`config.mk`:
```
export PLATFORM = sky130hd
export DESIGN_NAME = wfg_ram_reader
export DESIGN_NICKNAME = d
export VERILOG_FILES = /design/src/rtl/wfg_ram_pkg.sv /design/src/rtl/wfg_ram_reader_fifo.sv /design/src/rtl/wfg_ram_reader.sv
export SDC_FILE = /design/constraint.sdc
export NUM_CORES = 1
export LEC_CHECK = 0
export BUFFER_PORTS_ARGS = -buffer_cell sky130_fd_sc_hd__buf_2
export CAP_MARGIN = 20
export CELL_PAD_IN_SITES_DETAIL_PLACEMENT = 1
export CELL_PAD_IN_SITES_GLOBAL_PLACEMENT = 2
export CORE_ASPECT_RATIO = 0.7
export CORE_MARGIN = 1.5
export CORE_UTILIZATION = 35
export DETAILED_ROUTE_END_ITERATION = 6
export GPL_TIMING_DRIVEN = 0
export PLACE_DENSITY = 0.84
export SETUP_SLACK_MARGIN = 0.02
export SYNTH_ARGS = -nofsm -noshare
export SYNTH_HDL_FRONTEND = slang
export SYNTH_SLANG_ARGS = --single-unit
```
`constraint.sdc`:
```
create_clock -name clk -period 4.05 [get_ports clk]
set_clock_uncertainty 0.2 [all_clocks]
set_input_delay 0.6075 -clock clk [delete_from_list [all_inputs] [get_ports clk]]
set_output_delay 0.6075 -clock clk [all_outputs]
set_load 0.01 [all_outputs]
```
`src/rtl/wfg_ram_pkg.sv`:
```
// Shared definitions for the waveform-generator sample RAM reader.
//   WFG_DATA_WIDTH / WFG_ADDR_WIDTH : default RAM word and address widths
//   rd_state_e                      : reader sequencing states
package wfg_ram_pkg;

    localparam int unsigned WFG_DATA_WIDTH = 32;
    localparam int unsigned WFG_ADDR_WIDTH = 6;

    typedef enum logic [1:0] {
        IDLE  = 2'd0,
        RUN   = 2'd1,
        DRAIN = 2'd2
    } rd_state_e;

endpackage

```
`src/rtl/wfg_ram_reader_fifo.sv`:
```
// Two-entry first-word-fall-through FIFO with synchronous flush.
// The head entry is its own register, so the head output comes straight off a flop.
//   clk, rst_n : clock, async active-low reset
//   flush      : drop all entries at the next edge (wins over push/pop)
//   push/push_data : write one entry
//   pop        : consume the head entry (only when valid)
//   head       : current head entry
//   valid      : FIFO not empty
//   count      : number of stored entries (0..2)
module wfg_ram_reader_fifo #(
    parameter int unsigned WIDTH = 33
) (
    input  logic             clk,
    input  logic             rst_n,
    input  logic             flush,
    input  logic             push,
    input  logic [WIDTH-1:0] push_data,
    input  logic             pop,
    output logic [WIDTH-1:0] head,
    output logic             valid,
    output logic [1:0]       count
);

    logic [WIDTH-1:0] head_q, head_d;
    logic [WIDTH-1:0] tail_q, tail_d;
    logic [1:0]       count_q, count_d;
    logic             valid_q, valid_d;

    // Next-state: shift tail into head on pop, land pushes in the first free slot.
    always_comb begin
        head_d  = head_q;
        tail_d  = tail_q;
        count_d = count_q;
        if (flush) begin
            count_d = 2'd0;
        end else begin
            case ({push, pop})
                2'b10: begin
                    if (count_q == 2'd0) head_d = push_data;
                    else                 tail_d = push_data;
                    count_d = count_q + 2'd1;
                end
                2'b01: begin
                    head_d  = tail_q;
                    count_d = count_q - 2'd1;
                end
                2'b11: begin
                    if (count_q == 2'd2) begin
                        head_d = tail_q;
                        tail_d = push_data;
                    end else begin
                        head_d = push_data;
                    end
                end
                default: ;
            endcase
        end
        valid_d = (count_d != 2'd0);
    end

    always_ff @(posedge clk or negedge rst_n) begin
        if (!rst_n) begin
            head_q  <= '0;
            tail_q  <= '0;
            count_q <= 2'd0;
            valid_q <= 1'b0;
        end else begin
            head_q  <= head_d;
            tail_q  <= tail_d;
            count_q <= count_d;
            valid_q <= valid_d;
        end
    end

    assign head  = head_q;
    assign valid = valid_q;
    assign count = count_q;

endmodule

```
`src/rtl/wfg_ram_reader.sv`:
```
// Read-side initiator for the 1RW1R sample RAM: walks [start_addr..end_addr]
// (wrapping through the top of memory when end < start) and streams the words
// out as valid/ready, buffering up to two words against backpressure.
// Optional build macro WFG_RAM_READER_LOOP_EN: replay the window continuously
// until enable drops, instead of a single pass per enable.
//   clk, rst_n           : clock (also the RAM clk1), async active-low reset
//   enable               : 1 = run, 0 = abort / stay idle
//   start_addr, end_addr : inclusive address window, sampled when a pass starts
//   busy                 : not idle
//   done                 : high in the cycle the last word of a pass is accepted
//   csb1, addr1, dout1   : RAM read port (csb1 active low)
//   m_data, m_valid, m_ready : output stream
module wfg_ram_reader
    import wfg_ram_pkg::*;
#(
    parameter int unsigned DATA_WIDTH = WFG_DATA_WIDTH,
    parameter int unsigned ADDR_WIDTH = WFG_ADDR_WIDTH
) (
    input  logic                  clk,
    input  logic                  rst_n,
    input  logic                  enable,
    input  logic [ADDR_WIDTH-1:0] start_addr,
    input  logic [ADDR_WIDTH-1:0] end_addr,
    output logic                  busy,
    output logic                  done,
    output logic                  csb1,
    output logic [ADDR_WIDTH-1:0] addr1,
    input  logic [DATA_WIDTH-1:0] dout1,
    output logic [DATA_WIDTH-1:0] m_data,
    output logic                  m_valid,
    input  logic                  m_ready
);

    // FIFO entries carry a "last word of window" tag above the data.
    localparam int unsigned FIFO_WIDTH = DATA_WIDTH + 1;

    rd_state_e             state_q, state_d;
    logic                  busy_q, busy_d;
    logic                  csb1_q, csb1_d;
    logic [ADDR_WIDTH-1:0] addr1_q, addr1_d;
    logic [ADDR_WIDTH-1:0] next_addr_q, next_addr_d;
    logic [ADDR_WIDTH-1:0] end_q, end_d;
`ifdef WFG_RAM_READER_LOOP_EN
    logic [ADDR_WIDTH-1:0] start_q, start_d;
`endif
    logic                  inflight_q, inflight_d;
    logic                  inflight_last_q, inflight_last_d;

    logic                  flush, push, pop, head_last, done_c;
    logic [FIFO_WIDTH-1:0] head;
    logic                  fifo_valid;
    logic [1:0]            fifo_count;
    logic [2:0]            occupancy;

    wfg_ram_reader_fifo #(.WIDTH(FIFO_WIDTH)) u_fifo (
        .clk       (clk),
        .rst_n     (rst_n),
        .flush     (flush),
        .push      (push),
        .push_data ({inflight_last_q, dout1}),
        .pop       (pop),
        .head      (head),
        .valid     (fifo_valid),
        .count     (fifo_count)
    );

    assign pop       = fifo_valid && m_ready;
    assign flush     = !enable && (state_q != IDLE);
    assign push      = inflight_q && !flush;
    assign head_last = head[FIFO_WIDTH-1];
    // Slots committed after this edge; a pop this cycle frees its slot in time
    // for a read issued now, which keeps the stream at one word per cycle.
    assign occupancy = 3'(fifo_count) + 3'(inflight_q) - 3'(pop);
    assign done_c    = pop && head_last && enable && (state_q != IDLE);

    // Sequencing, read issue and window address generation.
    always_comb begin
        state_d         = state_q;
        csb1_d          = 1'b1;
        addr1_d         = addr1_q;
        next_addr_d     = next_addr_q;
        end_d           = end_q;
        inflight_d      = 1'b0;
        inflight_last_d = 1'b0;
`ifdef WFG_RAM_READER_LOOP_EN
        start_d         = start_q;
`endif
        case (state_q)
            IDLE: begin
                if (enable) begin
                    state_d     = RUN;
                    next_addr_d = start_addr;
                    end_d       = end_addr;
`ifdef WFG_RAM_READER_LOOP_EN
                    start_d     = start_addr;
`endif
                end
            end
            RUN: begin
                if (!enable) begin
                    state_d = IDLE;
                end else if (occupancy < 3'd2) begin
                    csb1_d      = 1'b0;
                    addr1_d     = next_addr_q;
                    inflight_d  = 1'b1;
                    next_addr_d = next_addr_q + ADDR_WIDTH'(1);
                    if (next_addr_q == end_q) begin
                        inflight_last_d = 1'b1;
`ifdef WFG_RAM_READER_LOOP_EN
                        next_addr_d = start_q;
`else
                        state_d     = DRAIN;
`endif
                    end
                end
            end
            DRAIN: begin
                // The tagged word is the last one issued, so its acceptance
                // means nothing is in flight and the FIFO empties.
                if (!enable || done_c) state_d = IDLE;
            end
            default: state_d = IDLE;
        endcase
        busy_d = (state_d != IDLE);
    end

    always_ff @(posedge clk or negedge rst_n) begin
        if (!rst_n) begin
            state_q         <= IDLE;
            busy_q          <= 1'b0;
            csb1_q          <= 1'b1;
            addr1_q         <= '0;
            next_addr_q     <= '0;
            end_q           <= '0;
`ifdef WFG_RAM_READER_LOOP_EN
            start_q         <= '0;
`endif
            inflight_q      <= 1'b0;
            inflight_last_q <= 1'b0;
        end else begin
            state_q         <= state_d;
            busy_q          <= busy_d;
            csb1_q          <= csb1_d;
            addr1_q         <= addr1_d;
            next_addr_q     <= next_addr_d;
            end_q           <= end_d;
`ifdef WFG_RAM_READER_LOOP_EN
            start_q         <= start_d;
`endif
            inflight_q      <= inflight_d;
            inflight_last_q <= inflight_last_d;
        end
    end

    assign busy    = busy_q;
    assign csb1    = csb1_q;
    assign addr1   = addr1_q;
    assign m_valid = fifo_valid;
    assign m_data  = head[DATA_WIDTH-1:0];
    assign done    = done_c;

endmodule

```
==> run summary, run 1 <==
Status: completed
Area leader, netlist: dfrtp_1
TritonRoute pass-1 iters: 4
Crit. Startpoint: u_fifo.valid
Routed Antenna Nets: 0
R2R depth: 10
Met1 Use GR: 0.2286
Slowest stage cell, crit path: fa_1
EDFF count, synth: 0
CTS tree: done
WL final: 10220 um
Die Wd: 136.4 um
DR vias/cell: 4.898
Top-area cell type share of the netlist area: 0.5277
Worst-Margin Slew: 0.6333 ns
Die ar.: 0.01315 mm^2
XOR/XNOR Fraction of Synth Area: 0.02380
Wire length per cell after detailed routing: 15.39 um
Flop2flop setup slack: 1.18 ns
Sequential area share after synthesis: 0.5337
FF-to-FF Start: u_fifo.valid
Worst-path clk slew: 0.07 ns
Fillers: 1334
GR Util All Layers: 0.1671
Clock Sinks: 93
Reg2reg end: state_q[1]
Setup Viol. Count Final: 0
Core area: 0.01193 mm^2
Switching share of total power: 0.3465
Post-synthesis simple-gate area fraction: 0.1156
Critical path's largest stage delay: 0.42 ns
Power, Total: 0.003847 W
# rows: 33
Hpwl dp: 7508 um
Max-slew violations: 0
Maximum number of pins on one net before global-route repair: 72
Synth Area in Adders: 0.01606
Max Buffers Root-to-Sink: 2
First-pass GRT wire length: 16820 um
Drt first-iter violations: 125
M2 GR Usage: 0.2689
Largest fanout on the critical path: 10
Final hold violation count: 0
HP Class: in2reg
Sequential cell area: 0.002328 mm^2
Largest cells by area after synthesis: dfrtp_1 (53%), mux2_2 (7.7%), nand2_1 (6.4%)
Worst Path Required: 4.11 ns
CP arrival: 2.94 ns
Static Leak: 2.637 nW
Synth Area in Compound Gates: 0.1374
Tcrit/Tclk final: 0.7093
GP Congestion: 0.7338
Crit path launch type: flip-flop
Die Y: 96.41 um
CTS root buffer: clkbuf_16
Synth unique cells: 47
Most common cell in the netlist: dfrtp_1
Logic pwr share: 0.375
H-tree depth reported by CTS: 3
Largest family of logic cells by synthesized area: compound AO/OA/AOI/OAI gates
Max-capacitance violation count: 0
Vias in the first global route: 3315
Worst Hold Path Cells: 3
DRC Markers: 0
Area added between synthesis and finish: 22.45%
Max_slew headroom: 0.5778
Post-CTS Repair Setup Buffers: 0
Mux contribution to synthesized area: 0.08976
CP Capture Type: flip-flop
Final core utilization: 0.4477
Post-Syn Nets: 453
Post-synth top cells: dfrtp_1 (92), nand2_1 (74), o21ai_0 (38)
I/O Buffers: 89
Reg power frac: 0.404
F_max: 348.1 MHz
Total grt overflow: 0
Worst IR drop on VDD: 0.2443 mV
Clock power frac: 0.221
Post-Syn Area per Cell: 10.91 um^2
Multi-input gate area: 0.001669 mm^2
Syn Inst Count: 400
# diodes: 0
Clock insertion delay at the later pin of the skew report: 0.34 ns
DP Cell Count: 647
Final Non-Filler Cells: 664
Initial antenna violation count: 0
Setup CP Type: reg2reg
Netlist Area Pre-Place: 0.004363 mm^2
Grt peak-use layer: met2
DR vias: 3252
Post-CTS Hold Fix Bufs: 1
Psw: 0.001333 W
Setup repair after global routing missed its margin: no
Power Density: 720.0 mW/mm^2
Final setup TNS: 0 ns
TritonCTS Buffers: 9
CP endpoint: state_q[1]
Share of post-route cells with drive strength above 1: 0.3708
Post-CTS sizing: 0
Flops & latches, synth: 93
Final nets: 555
Top FF cell, synth: dfrtp_1
Crit path cell chain: and2_1, inv_1, xnor2_1, nand2_1, fa_1, xnor2_2, nand4_4, inv_2, and3_1, a2bb2oi_1
WHS: 0.2598 ns
Tmin final: 2.873 ns
IO Pins: 90
YS warnings: 0
Starting density of the core: 0.3656
Ys async rst share: 1.000
Grt met3 use: 0.03756
Cell internal pwr: 0.002514 W
logic make-up (layout without fill, tap and decap cells):
group,count (synthesis),count (layout)
buffers and inverters,57,164
AO/OA/AOI/OAI,91,91
multiplexers,35,35
AND/OR/NAND/NOR,108,108
XOR/XNOR,11,11
flip-flops,93,93
adder cells (fa/ha/maj),5,5
registers in the layout, summed over array words and instances, names as in the netlist, 2 cells and up:
signal         flops
u_fifo.head       33
next_addr_q        6
addr1              6
state_q            2
u_fifo.tail_q     33
end_q              6
u_fifo.count       2
cells in the final DEF, fill, tap and decap left out, types with 3 or more instances in the layout:
master / count
buf_2: 95
dfrtp_1: 92
nand2_1: 74
o21ai_0: 38
a22oi_1: 33
buf_4: 33
mux2_2: 30
clkbuf_1: 12
clkbuf_16: 9
nor2_1: 7
xor2_1: 7
a21oi_1: 6
nor3b_1: 4
ha_1: 4
inv_1: 3
nand3_1: 3
nor2b_1: 3
xnor2_1: 3
and3_1: 3
nand2b_1: 3
buf_6: 3
mux2_1: 3
critical path: cells and delay by family (launching register included):
kind                     cells  cell delay [ns]
XOR/XNOR                     2             0.46
buffers and inverters        2             0.39
AND/OR/NAND/NOR              4             0.75
adder cells (fa/ha/maj)      1             0.42
AO/OA/AOI/OAI                1             0.16
flip-flops                   1             0.41
power groups by stage:
stage	clock network (W)	registers [W]	logic, W
global route	0.000903	0.00161	0.00162
floorplan	0	0.00152	0.00103
detailed placement	0	0.00157	0.00146
CTS	0.000875	0.00156	0.00147
global placement	0	0.00155	0.00141
finish	0.000851	0.00155	0.00144
per-stage QoR:
step / setup slack (ns) / instance area (um^2)
2_1_floorplan: 1.311 / 4363
3_3_place_gp: 0.8822 / 5005
3_5_place_dp: 0.7883 / 5035
4_1_cts: 1.112 / 5343
5_1_grt: 0.7787 / 5343
6_report: 1.177 / 5343
layout make-up:
| type | count | area share |
|---|---|---|
| sequential | 93 | 0.4358 |
| multi-input combinational | 250 | 0.3124 |
| timing repair buffer | 91 | 0.09087 |
| buffer | 53 | 0.06557 |
| clock buffer | 10 | 0.04286 |
| tap | 157 | 0.03677 |
| clock inverter | 6 | 0.01288 |
| inverter | 4 | 0.002810 |
worst min path at each step:
stage / startpoint / to
3_5_place_dp: addr1[2] / addr1[2]
6_report: end_addr[1] / end_q[1]
4_1_cts: end_addr[4] / end_q[4]
2_1_floorplan: rst_n / addr1[0]
5_1_grt: end_addr[2] / end_q[2]
3_3_place_gp: addr1[2] / addr1[2]
per-layer routing:
layer / wire length [um] / vias to the layer above / part of all wire
met1: 4892 / 1617 / 0.48
met5: 0 / - / 0
li1: - / 1561 / -
met3: 435 / 8 / 0.043
met2: 4785 / 66 / 0.47
met4: 108 / 0 / 0.011
Power figures use the tool's default switching activity.
==> inputs of run 2 (changes only) <==
==> constraint.sdc (replaced) <==
create_clock -name clk -period 3 [get_ports clk]
set_clock_uncertainty 0.2 [all_clocks]
set_input_delay 0.45 -clock clk [delete_from_list [all_inputs] [get_ports clk]]
set_output_delay 0.45 -clock clk [all_outputs]
set_load 0.01 [all_outputs]
==> run summary, run 2 (synthesis gave the netlist of run 1 again) <==
Max-capacitance violation count: 0 (unchanged)
GR Util All Layers: 0.1671 (unchanged)
Power Density: 974.2 mW/mm^2 (was 720.0 mW/mm^2)
Crit path launch type: flip-flop (unchanged)
GP Congestion: 0.7338 (unchanged)
I/O Buffers: 89 (unchanged)
Setup CP Type: reg2reg (unchanged)
Tcrit/Tclk final: 0.9272 (was 0.7093)
Vias in the first global route: 3315 (unchanged)
CTS tree: done (unchanged)
DR vias: 3253 (was 3252)
Clock Sinks: 93 (unchanged)
Die ar.: 0.01315 mm^2 (unchanged)
IO Pins: 90 (unchanged)
Die Y: 96.41 um (unchanged)
Starting density of the core: 0.3656 (unchanged)
Core area: 0.01193 mm^2 (unchanged)
Final nets: 556 (was 555)
Worst-path clk slew: 0.07 ns (about the same)
DRC Markers: 0 (unchanged)
Max Buffers Root-to-Sink: 2 (unchanged)
Wire length per cell after detailed routing: 15.42 um (was 15.39 um)
# diodes: 0 (unchanged)
WL final: 10250 um (was 10220 um)
Worst IR drop on VDD: 0.3300 mV (was 0.2443 mV)
Static Leak: 2.655 nW (was 2.637 nW)
F_max: 359.5 MHz (was 348.1 MHz)
Setup Viol. Count Final: 0 (unchanged)
TritonRoute pass-1 iters: 4 (unchanged)
Hpwl dp: 7508 um (unchanged)
Total grt overflow: 0 (unchanged)
Area added between synthesis and finish: 22.77% (was 22.45%)
CP Capture Type: flip-flop (unchanged)
Most common cell after layout, fill and taps aside: buf_2 (unchanged)
Power, Total: 0.005218 W (was 0.003847 W)
Maximum number of pins on one net before global-route repair: 72 (unchanged)
Routed Antenna Nets: 0 (unchanged)
First-pass GRT wire length: 16820 um (unchanged)
HP Class: in2reg (unchanged)
Drt first-iter violations: 134 (was 125)
Status: completed (unchanged)
Worst-Margin Slew: 0.6277 ns (was 0.6333 ns)
Initial antenna violation count: 0 (unchanged)
Share of post-route cells with drive strength above 1: 0.3819 (was 0.3708)
CTS root buffer: clkbuf_16 (unchanged)
# rows: 33 (unchanged)
Largest fanout on the critical path: 5 (was 10)
Tmin final: 2.782 ns (was 2.873 ns)
Most frequent cells in the layout: buf_2 (95), dfrtp_1 (92), nand2_1 (74), o21ai_0 (38), buf_4 (34) (was buf_2 (95), dfrtp_1 (92), nand2_1 (74), o21ai_0 (38))
Clock insertion delay at the later pin of the skew report: 0.34 ns (about the same)
Final core utilization: 0.4489 (was 0.4477)
TritonCTS Buffers: 9 (unchanged)
H-tree depth reported by CTS: 3 (unchanged)
Max_slew headroom: 0.5815 (was 0.5778)
Worst Path Required: 3.03 ns (was 4.11 ns)
Setup repair after global routing missed its margin: no (unchanged)
CP arrival: 2.81 ns (was 2.94 ns)
Max-slew violations: 0 (unchanged)
Final hold violation count: 0 (unchanged)
Die Wd: 136.4 um (unchanged)
DR vias/cell: 4.892 (was 4.898)
## run 2: area by class of cell
type	instances	area [um^2]
fillers	1334	6576
repair buffers	92	493.0
plain buffers	53	356.6
multi-input cells	250	1669
clock inverters	6	68.82
inverters	4	15.01
clock buffers	10	229.0
flip-flops and latches	93	2328
well taps	157	196.4
## run 2: worst paths after layout
kind | startpoint | end | slack (ns) | depth (start not counted)
max in group asynchronous | rst_n | u_fifo.valid | 1.58 | 3
hold reg to reg | addr1[2] | addr1[2] | 0.27 | 2
min in group asynchronous | rst_n | addr1[2] | 0.38 | 2
setup / recovery | u_fifo.valid | next_addr_q[5] | 0.22 | 10
setup reg to reg | u_fifo.valid | next_addr_q[5] | 0.22 | 10
hold / removal | end_addr[4] | end_q[4] | 0.10 | 3
## run 2: per-layer routing
layer | global-route usage | routed length (um) | vias to the layer above
met1 | 0.2286 | 4882 | 1613
met2 | 0.2689 | 4775 | 68
met5 | 0 | 0 | -
met3 | 0.03756 | 488 | 8
met4 | 0.04610 | 107 | 0
li1 | - | - | 1564
## run 2: timing repair
item | 4_1_cts | 5_1_grt
hold buffers | 1 | 0
setup endpoints to repair | 0 | 34
resized for setup | 0 | 10
setup buffers | 0 | 1
endpoints found under the hold margin | 21 | 0
## run 2: per-stage QoR
step                      TNS [ns]  hold WS [ns]  cells  setup WS (ns)  area [um^2]
after floorplan                  0      -0.04559    400         0.4186         4363
after global placement    -0.05865        0.2545    646       -0.01028         5005
after detailed placement   -0.6173        0.1837    647        -0.1042         5035
after CTS                        0       0.09112    664        0.06183         5343
after global routing             0        0.1108    665        0.02452         5356
final                            0        0.1019    665         0.2184         5356
## run 2: worst max-delay path, cell delays in order (launching register included)
cell and delay (ns):
dfrtp_1 0.41, and2_1 0.22, inv_1 0.16, xnor2_1 0.14, nand2_1 0.09, fa_1 0.42
xnor2_2 0.22, buf_4 0.16, a31oi_1 0.13, or3_1 0.40, o221a_2 0.13
## run 2: where the power goes
part / leakage [nW] / internal, W / switching (W)
Clock: 0.143 / 0.000652 / 0.000498
Combinational: 1.35 / 0.000981 / 0.000989
Sequential: 1.16 / 0.00178 / 0.000319
Total: 2.65 / 0.00341 / 0.00181
